===== config.mk =====
export PLATFORM = sky130hd
export DESIGN_NAME = rx_ctrl
export DESIGN_NICKNAME = d
export VERILOG_FILES = /design/src/rtl/rx_ctrl.sv
export SDC_FILE = /design/constraint.sdc
export NUM_CORES = 1
export LEC_CHECK = 0
export ABC_AREA = 1
export CAP_MARGIN = 20
export CORE_ASPECT_RATIO = 1.25
export CORE_UTILIZATION = 54
export CTS_CLUSTER_SIZE = 10
export DETAILED_ROUTE_END_ITERATION = 10
export PLACE_DENSITY = 0.9
export SYNTH_ARGS = -nofsm -noshare
export SYNTH_HDL_FRONTEND = slang
export SYNTH_SLANG_ARGS = --single-unit

===== constraint.sdc =====
create_clock -name i_clk -period 1.8 [get_ports i_clk]
set_input_delay 0.54 -clock i_clk [delete_from_list [all_inputs] [get_ports i_clk]]
set_output_delay 0.54 -clock i_clk [all_outputs]
set_load 0.05 [all_outputs]

===== src/rtl/rx_ctrl.sv =====
// rx_ctrl: receive-side controller for the UART receiver.
//
// Generates the receiver sample clock from a programmable half-period
// divisor. Drains each completed character (i_rx_rdy/i_rx_data) with a
// one-cycle read-enable pulse. Buffers the character in a small circular
// FIFO that the host reads through a valid/ready port. A sticky overrun
// flag records any character that was dropped because the FIFO was full.
//
// Ports:
//   i_clk, i_nrst        clock; synchronous active-low reset
//   i_en                 enables the baud generator and new captures
//   i_div                half-period of o_clk_rx is i_div+1 cycles
//   o_clk_rx             sample clock to the receiver
//   i_rx_rdy, i_rx_data  receiver character-ready flag and data
//   o_rx_re              one-cycle read-enable pulse to the receiver
//   o_valid, o_data      FIFO head (valid when non-empty)
//   i_ready              host pop, taken when o_valid && i_ready
//   o_count              FIFO occupancy
//   o_overrun, i_clr_ovr sticky drop flag and its clear
module rx_ctrl #(
  parameter int WIDTH_DATA = 8,
  parameter int DIV_WIDTH  = 16,
  parameter int FIFO_DEPTH = 4
) (
  input  logic                          i_clk,
  input  logic                          i_nrst,
  input  logic                          i_en,
  input  logic [DIV_WIDTH-1:0]          i_div,
  output logic                          o_clk_rx,
  input  logic                          i_rx_rdy,
  input  logic [WIDTH_DATA-1:0]         i_rx_data,
  output logic                          o_rx_re,
  output logic                          o_valid,
  output logic [WIDTH_DATA-1:0]         o_data,
  input  logic                          i_ready,
  output logic [$clog2(FIFO_DEPTH):0]   o_count,
  output logic                          o_overrun,
  input  logic                          i_clr_ovr
);

  localparam int PTR_W = $clog2(FIFO_DEPTH);
  localparam int CNT_W = PTR_W + 1;
  localparam logic [CNT_W-1:0] DEPTH_C = CNT_W'(FIFO_DEPTH);

  typedef enum logic [1:0] {
    S_IDLE = 2'd0,
    S_ACK  = 2'd1,
    S_WAIT = 2'd2
  } state_t;

  logic [DIV_WIDTH-1:0]  baud_cnt;
  logic                  clk_rx_q;

  state_t                state;
  state_t                state_nxt;
  logic                  re_q;
  logic                  push;

  logic [WIDTH_DATA-1:0] mem [FIFO_DEPTH];
  logic [PTR_W-1:0]      wr_ptr;
  logic [PTR_W-1:0]      rd_ptr;
  logic [CNT_W-1:0]      count;
  logic                  ovr_q;
  logic                  pop;
  logic                  push_ok;
  logic                  drop;

  // Baud generator. The >= compare (not ==) lets a divisor lowered below the
  // current count wrap on the next cycle instead of running to 2^DIV_WIDTH.
  always_ff @(posedge i_clk) begin
    if (!i_nrst || !i_en) begin
      baud_cnt <= '0;
      clk_rx_q <= 1'b0;
    end else if (baud_cnt >= i_div) begin
      baud_cnt <= '0;
      clk_rx_q <= ~clk_rx_q;
    end else begin
      baud_cnt <= baud_cnt + DIV_WIDTH'(1);
    end
  end

  assign o_clk_rx = clk_rx_q;

  // Drain FSM: state register. The read-enable is registered from the
  // next state so it is a clean flop output, high exactly while in ACK.
  always_ff @(posedge i_clk) begin
    if (!i_nrst) begin
      state <= S_IDLE;
      re_q  <= 1'b0;
    end else begin
      state <= state_nxt;
      re_q  <= (state_nxt == S_ACK);
    end
  end

  // Drain FSM: next state. WAIT holds until rdy falls so a slow-falling
  // rdy never causes a second capture of the same character.
  always_comb begin
    state_nxt = state;
    case (state)
      S_IDLE:  if (i_en && i_rx_rdy) state_nxt = S_ACK;
      S_ACK:   state_nxt = S_WAIT;
      S_WAIT:  if (!i_rx_rdy) state_nxt = S_IDLE;
      default: state_nxt = S_IDLE;
    endcase
  end

  // Drain FSM: outputs. The capture happens on the IDLE->ACK edge.
  always_comb begin
    push = (state == S_IDLE) && i_en && i_rx_rdy;
  end

  assign o_rx_re = re_q;

  // A full FIFO still accepts a push when the host pops in the same cycle.
  always_comb begin
    pop     = (count != '0) && i_ready;
    push_ok = push && ((count != DEPTH_C) || pop);
    drop    = push && !push_ok;
  end

  // Storage carries no reset; stale entries are never visible because
  // o_data is gated by o_valid.
  always_ff @(posedge i_clk) begin
    if (push_ok) mem[wr_ptr] <= i_rx_data;
  end

  always_ff @(posedge i_clk) begin
    if (!i_nrst) begin
      wr_ptr <= '0;
      rd_ptr <= '0;
      count  <= '0;
      ovr_q  <= 1'b0;
    end else begin
      if (push_ok) wr_ptr <= wr_ptr + PTR_W'(1);
      if (pop)     rd_ptr <= rd_ptr + PTR_W'(1);
      case ({push_ok, pop})
        2'b10:   count <= count + CNT_W'(1);
        2'b01:   count <= count - CNT_W'(1);
        default: count <= count;
      endcase
      // A drop in the same cycle as a clear leaves the flag set.
      if (drop)           ovr_q <= 1'b1;
      else if (i_clr_ovr) ovr_q <= 1'b0;
    end
  end

  assign o_valid   = (count != '0);
  assign o_data    = o_valid ? mem[rd_ptr] : '0;
  assign o_count   = count;
  assign o_overrun = ovr_q;

endmodule


Yosys cells after proc, flatten, opt, wreduce, memory -nomap -nowiden

Memory sizes are Yosys's and may differ from the RTL's. A register that Yosys moved wholly into a read port is not among the register bits.
Cells that the tools add are included.

Flip-flop bits (word level): 28
Bits in writable memories: 32
Input bits: 30
Output and inout bits: 15
Logic and storage cells: 49
Memories kept: 1

$add $sub $neg: 5
Order comparisons: 1
Eq/ne operators: 6
Multiplexer cells: 11
Bitwise gates (word level): 1
Reductions and logical operators: 16

Memory list:

| name | words | width | read ports | clocked after Yosys merged registers in | wr ports | RTL line | RTL |
|---|---|---|---|---|---|---|---|
| mem  | 4     | 8     | 1          | 1                                       | 1        | 59       | `logic [WIDTH_DATA-1:0] mem [FIFO_DEPTH];` |

Operator list:

| kind                    | count |
|---|---|
| $add A16 B1 Y16 const B | 1 |
| $ge A16 B16 Y1          | 1 |
| $mux W2                 | 4 |
| $mux W8                 | 1 |
| $eq A2 B1 Y1 const B    | 3 |
| $logic_and A1 B1 Y1     | 6 |
| $pmux W2 S3             | 1 |
| $pmux W3 S2             | 1 |
| $add A2 B1 Y2 const B   | 2 |
| $eq A2 B2 Y1 const B    | 2 |
| $mux W1                 | 4 |
| $reduce_bool A2 Y1      | 2 |
| $add A3 B1 Y3 const B   | 1 |
| $logic_not A1 Y1        | 3 |
| $ne A3 B3 Y1 const B    | 1 |
| $reduce_bool A3 Y1      | 1 |
| $sub A3 B1 Y3 const B   | 1 |
| $logic_not A2 Y1        | 1 |
| $logic_or A1 B1 Y1      | 2 |
| $reduce_or A2 Y1        | 1 |
| $not A1 Y1              | 1 |

Depth between registers and ports, before layout

Word-level depth: 7
Gate-level depth with buffers: 13
Mapped depth without buffers: 13

Least setup slack after synthesis

OpenSTA, ideal clock, no wires.

Path type: flip-flop to output port
Start point: register count[0], in the netlist o_count[0]
End point: output port o_data[0]
Data arrival time: 1.976 ns
Required time: 1.260 ns
Slack: -0.716 ns
Cell stages (with the launch flop): 5
Buffers on the path: 0
Path through: dfxtp_1 nor2_1 nand2_2 inv_4 a21oi_1

Word-level cells in the longest chain between the ends: 2

RTL lines:

| item                     | RTL line | RTL |
|---|---|---|
| start: declaration       | 62       | `logic [CNT_W-1:0] count;` |
| start signal: assignment | 138      | `2'b10: count <= count + CNT_W'(1);` |
| start signal: assignment | 139      | `2'b01: count <= count - CNT_W'(1);` |
| start signal: assignment | 140      | `default: count <= count;` |
| $reduce_bool A3 Y1       | 148      | `assign o_valid = (count != '0);` |
| via o_valid              | 33       | `output logic o_valid,` |
| $mux W8                  | 149      | `assign o_data = o_valid ? mem[rd_ptr] : '0;` |
| end: declaration         | 34       | `output logic [WIDTH_DATA-1:0] o_data,` |

The timed path passes the listed nets, and every way through them passes these cells.

==> out/metrics.cfg <==
[worst_setup_path]
arrival_ns = 1.46
required_ns = 1.26
cp-start-kind = flop
cp_max_fo = 5
cp_slowest_stage_delay_ns = 0.40
path_class = flop to primary output
crit_family = flip-flops
cp_slowest_cell = dfxtp_4
path_cells = buf_8, nor2_4, nor2_2, o21ai_2, a21oi_4, buf_6
end_kind = primary output
critPathBufInv = 2

[outcome]
status = complete, but fails checks
violations = negative setup slack

[routing]
ant_nets = 0
drtIter0Drc = 124
detail_route.first_pass.iterations = 5
routed_wirelength_um = 7466
vias = 2659
wl_per_cell_um = 15.14
drc = 0
vias_per_cell = 5.394

[synthesis]
synth_mux_area_frac = 0
synth-edff-count = 32
yosys.area_share.simple = 0.2121
synth_warnings = 0
synth_area_per_cell_sq_um = 8.734
ys.flop_type = edfxtp_1
synth-adder-area-share = 0.09095
syn_inst = 356
synth_top_family_by_area = simple AND/OR/NAND/NOR gates
synth_nets = 408
synthXorXnorAreaFrac = 0.01408
synthDistinctLibCells = 30
async_flop_share = 0
syn-cell-area_sq_mm = 0.003109
yosysTopAreaCell = edfxtp_1
seq_area_frac_synth = 0.5022
yosysTopAreaCellShare = 0.3091
synth_compound_area_frac = 0.09980
ys_top_cells_by_area = edfxtp_1 31%, dfxtp_1 19%, ha_1 8.5%
ys_ff_latch = 62

[pwr]
p_per_area_mw_per_mm2 = 988.5
peakVddDrop_mv = 0.5673
power.total_uw = 4331
leakagePower_uw = 0.001732

[finish]
n_fill_cell = 338
num_antenna_cells = 0
regArea_sq_mm = 0.001577
multi_input_area_sq_mm = 0.001659
drive_above_1_share = 0.3054
finish.instance_area_sq_mm = 0.004382
final_cells = 493
final_nets = 476
syn2layout_area_growth_pct = 40.93

[cts]
cts_buffer_depth = 2
ctsRootBufferMaster = clkbuf_8
path_clk_slew_ns = 0.07
cts_tree = built
h-tree-depth = 3
cts_buffers = 9
cts_sinks = 62
clk_latency_ns = 0.33

[timing]
setup_viol = 8
finalCriticalPeriod_ns = 2.002
hold_viol_final = 0
tns_ns = -1.457
fin_skew_ns = 0.006722
slew_headroom = 0.6124
worst_slew_pin_slew_ns = 0.5769
slew_violations = 0
fmax_mhz = 499.6
rsz0062_at_grt = true
fin_ws_ns = -0.2015
period_share = 1.112

[global_route]
grt_pass1_vias = 2712
grt_pass1_wl_um = 11910
grt_usage = 0.2553
grt_start_max_net_pins = 17
antenna_found_initial = 0
grt_overflow = 0

[floorplan]
num_rows = 30
die_y_um = 86.84
die_w_um = 69.87
core-area_sq_mm = 0.005480
dieArea_sq_mm = 0.006067
io_pins = 45
start_util = 0.5674

[place]
place_inst = 474
place_ws_ns = -0.5248
place_congestion = 0.8735
port_buffers = 44
place_hpwl_um = 4924
post_dp_cell_area_sq_mm = 0.003851

[flow_run]
maxCapViolCount = 0

[min_path]
hold_class = flop to flop

## cells in the final DEF (no fill, tap or decap), types with 12 or more instances in the layout
| master | Yosys | routed |
|---|---|---|
| nor2_1 | 61 | 50 |
| a21oi_1 | 30 | 14 |
| edfxtp_1 | 32 | 32 |
| inv_2 | 3 | 15 |
| buf_6 | 1 | 14 |
| clkdlybuf4s50_1 | 0 | 12 |
| nand2_1 | 49 | 49 |
| dfxtp_1 | 30 | 26 |
| o21ai_1 | 3 | 12 |
| buf_4 | 0 | 14 |
| inv_1 | 51 | 38 |
## synth_stat cells, types with 2 or more instances
| cell type | number |
|---|---|
| clkbuf_1 | 2 |
| inv_2 | 3 |
| nand2_1 | 49 |
| nand4_1 | 5 |
| or2_0 | 3 |
| a21oi_2 | 3 |
| nor2_1 | 61 |
| nor3_1 | 2 |
| nor3_2 | 3 |
| inv_1 | 51 |
| o21ai_0 | 22 |
| xnor2_1 | 3 |
| nand3_1 | 11 |
| a21oi_1 | 30 |
| nand2_2 | 6 |
| o21ai_1 | 3 |
| dfxtp_1 | 30 |
| nor2_2 | 3 |
| buf_2 | 3 |
| edfxtp_1 | 32 |
| ha_1 | 21 |
| xor2_1 | 2 |
## flip-flops by register name (all words and copies together) (netlist names), named ones only
signal and cells:
mem 32, baud_cnt 16, rd_ptr 2, state 2
o_rx_re 1, o_count 3, wr_ptr 2, o_clk_rx 1
o_overrun 1
## worst paths after layout
check                    startpoint                      to  slack (ns)  cells past startpoint
max                            flop               o_data[2]       -0.20                      6
min          baud_cnt[0]$_SDFF_PP0_  baud_cnt[0]$_SDFF_PP0_        0.46                      1
max reg2reg  baud_cnt[7]$_SDFF_PP0_  baud_cnt[8]$_SDFF_PP0_        0.16                      8
min reg2reg  baud_cnt[0]$_SDFF_PP0_  baud_cnt[0]$_SDFF_PP0_        0.46                      1
## layer usage
layer | GRT usage | wire length, um
met5 | 0 | 0
met4 | 0.1436 | 272
met3 | 0.05116 | 348
met2 | 0.4869 | 4084
met1 | 0.2568 | 2761
## worst register-to-register path, stage by stage, from the launching register on
cell and delay, ns:
dfxtp_1 0.45, ha_4 0.25, a21oi_1 0.15, nand2_1 0.07, nor2_1 0.12, nand2_1 0.11
nand2_4 0.12, nand3_4 0.16, a21oi_1 0.16
## what timing repair did
item / 4_1_cts / 5_1_grt
gates resized for setup: 73 / 32
pin swaps: 28 / 22
gates cloned: 1 / 1
setup buffers: 1 / 0
endpoints found under the setup margin: 25 / 47
hold buffers: 0 / 0
## stage by stage
| step | hold WS, ns | utilization |
|---|---|---|
| detailed placement | 0.4520 | 0.7027 |
| CTS | 0.4674 | 0.7785 |
| finish | 0.4649 | 0.7995 |
| floorplan | 0.4296 | - |
| global placement | 0.4470 | 0.7027 |
| global route | 0.5012 | 0.7995 |
## power by group
part | switching [uW] | internal, uW
registers | 66.6 | 1560
clock network | 527 | 623
logic | 943 | 611
## cell type report
type,instances,area share
Sequential cell,62,0.3598
Timing Repair Buffer,62,0.1493
Clock buffer,10,0.02913
Clock inverter,6,0.01228
Inverter,56,0.05254
Tap cell,64,0.01828
Multi-Input combinational cell,233,0.3786
## logic make-up after synthesis
group	after synthesis
buffers and inverters	62
adders and majority gates	22
and+or+nand+nor	146
AOI/OAI and AO/OA	59
xor gates and xnor gates	5
DFF	62
Power figures use the tool's default switching activity.
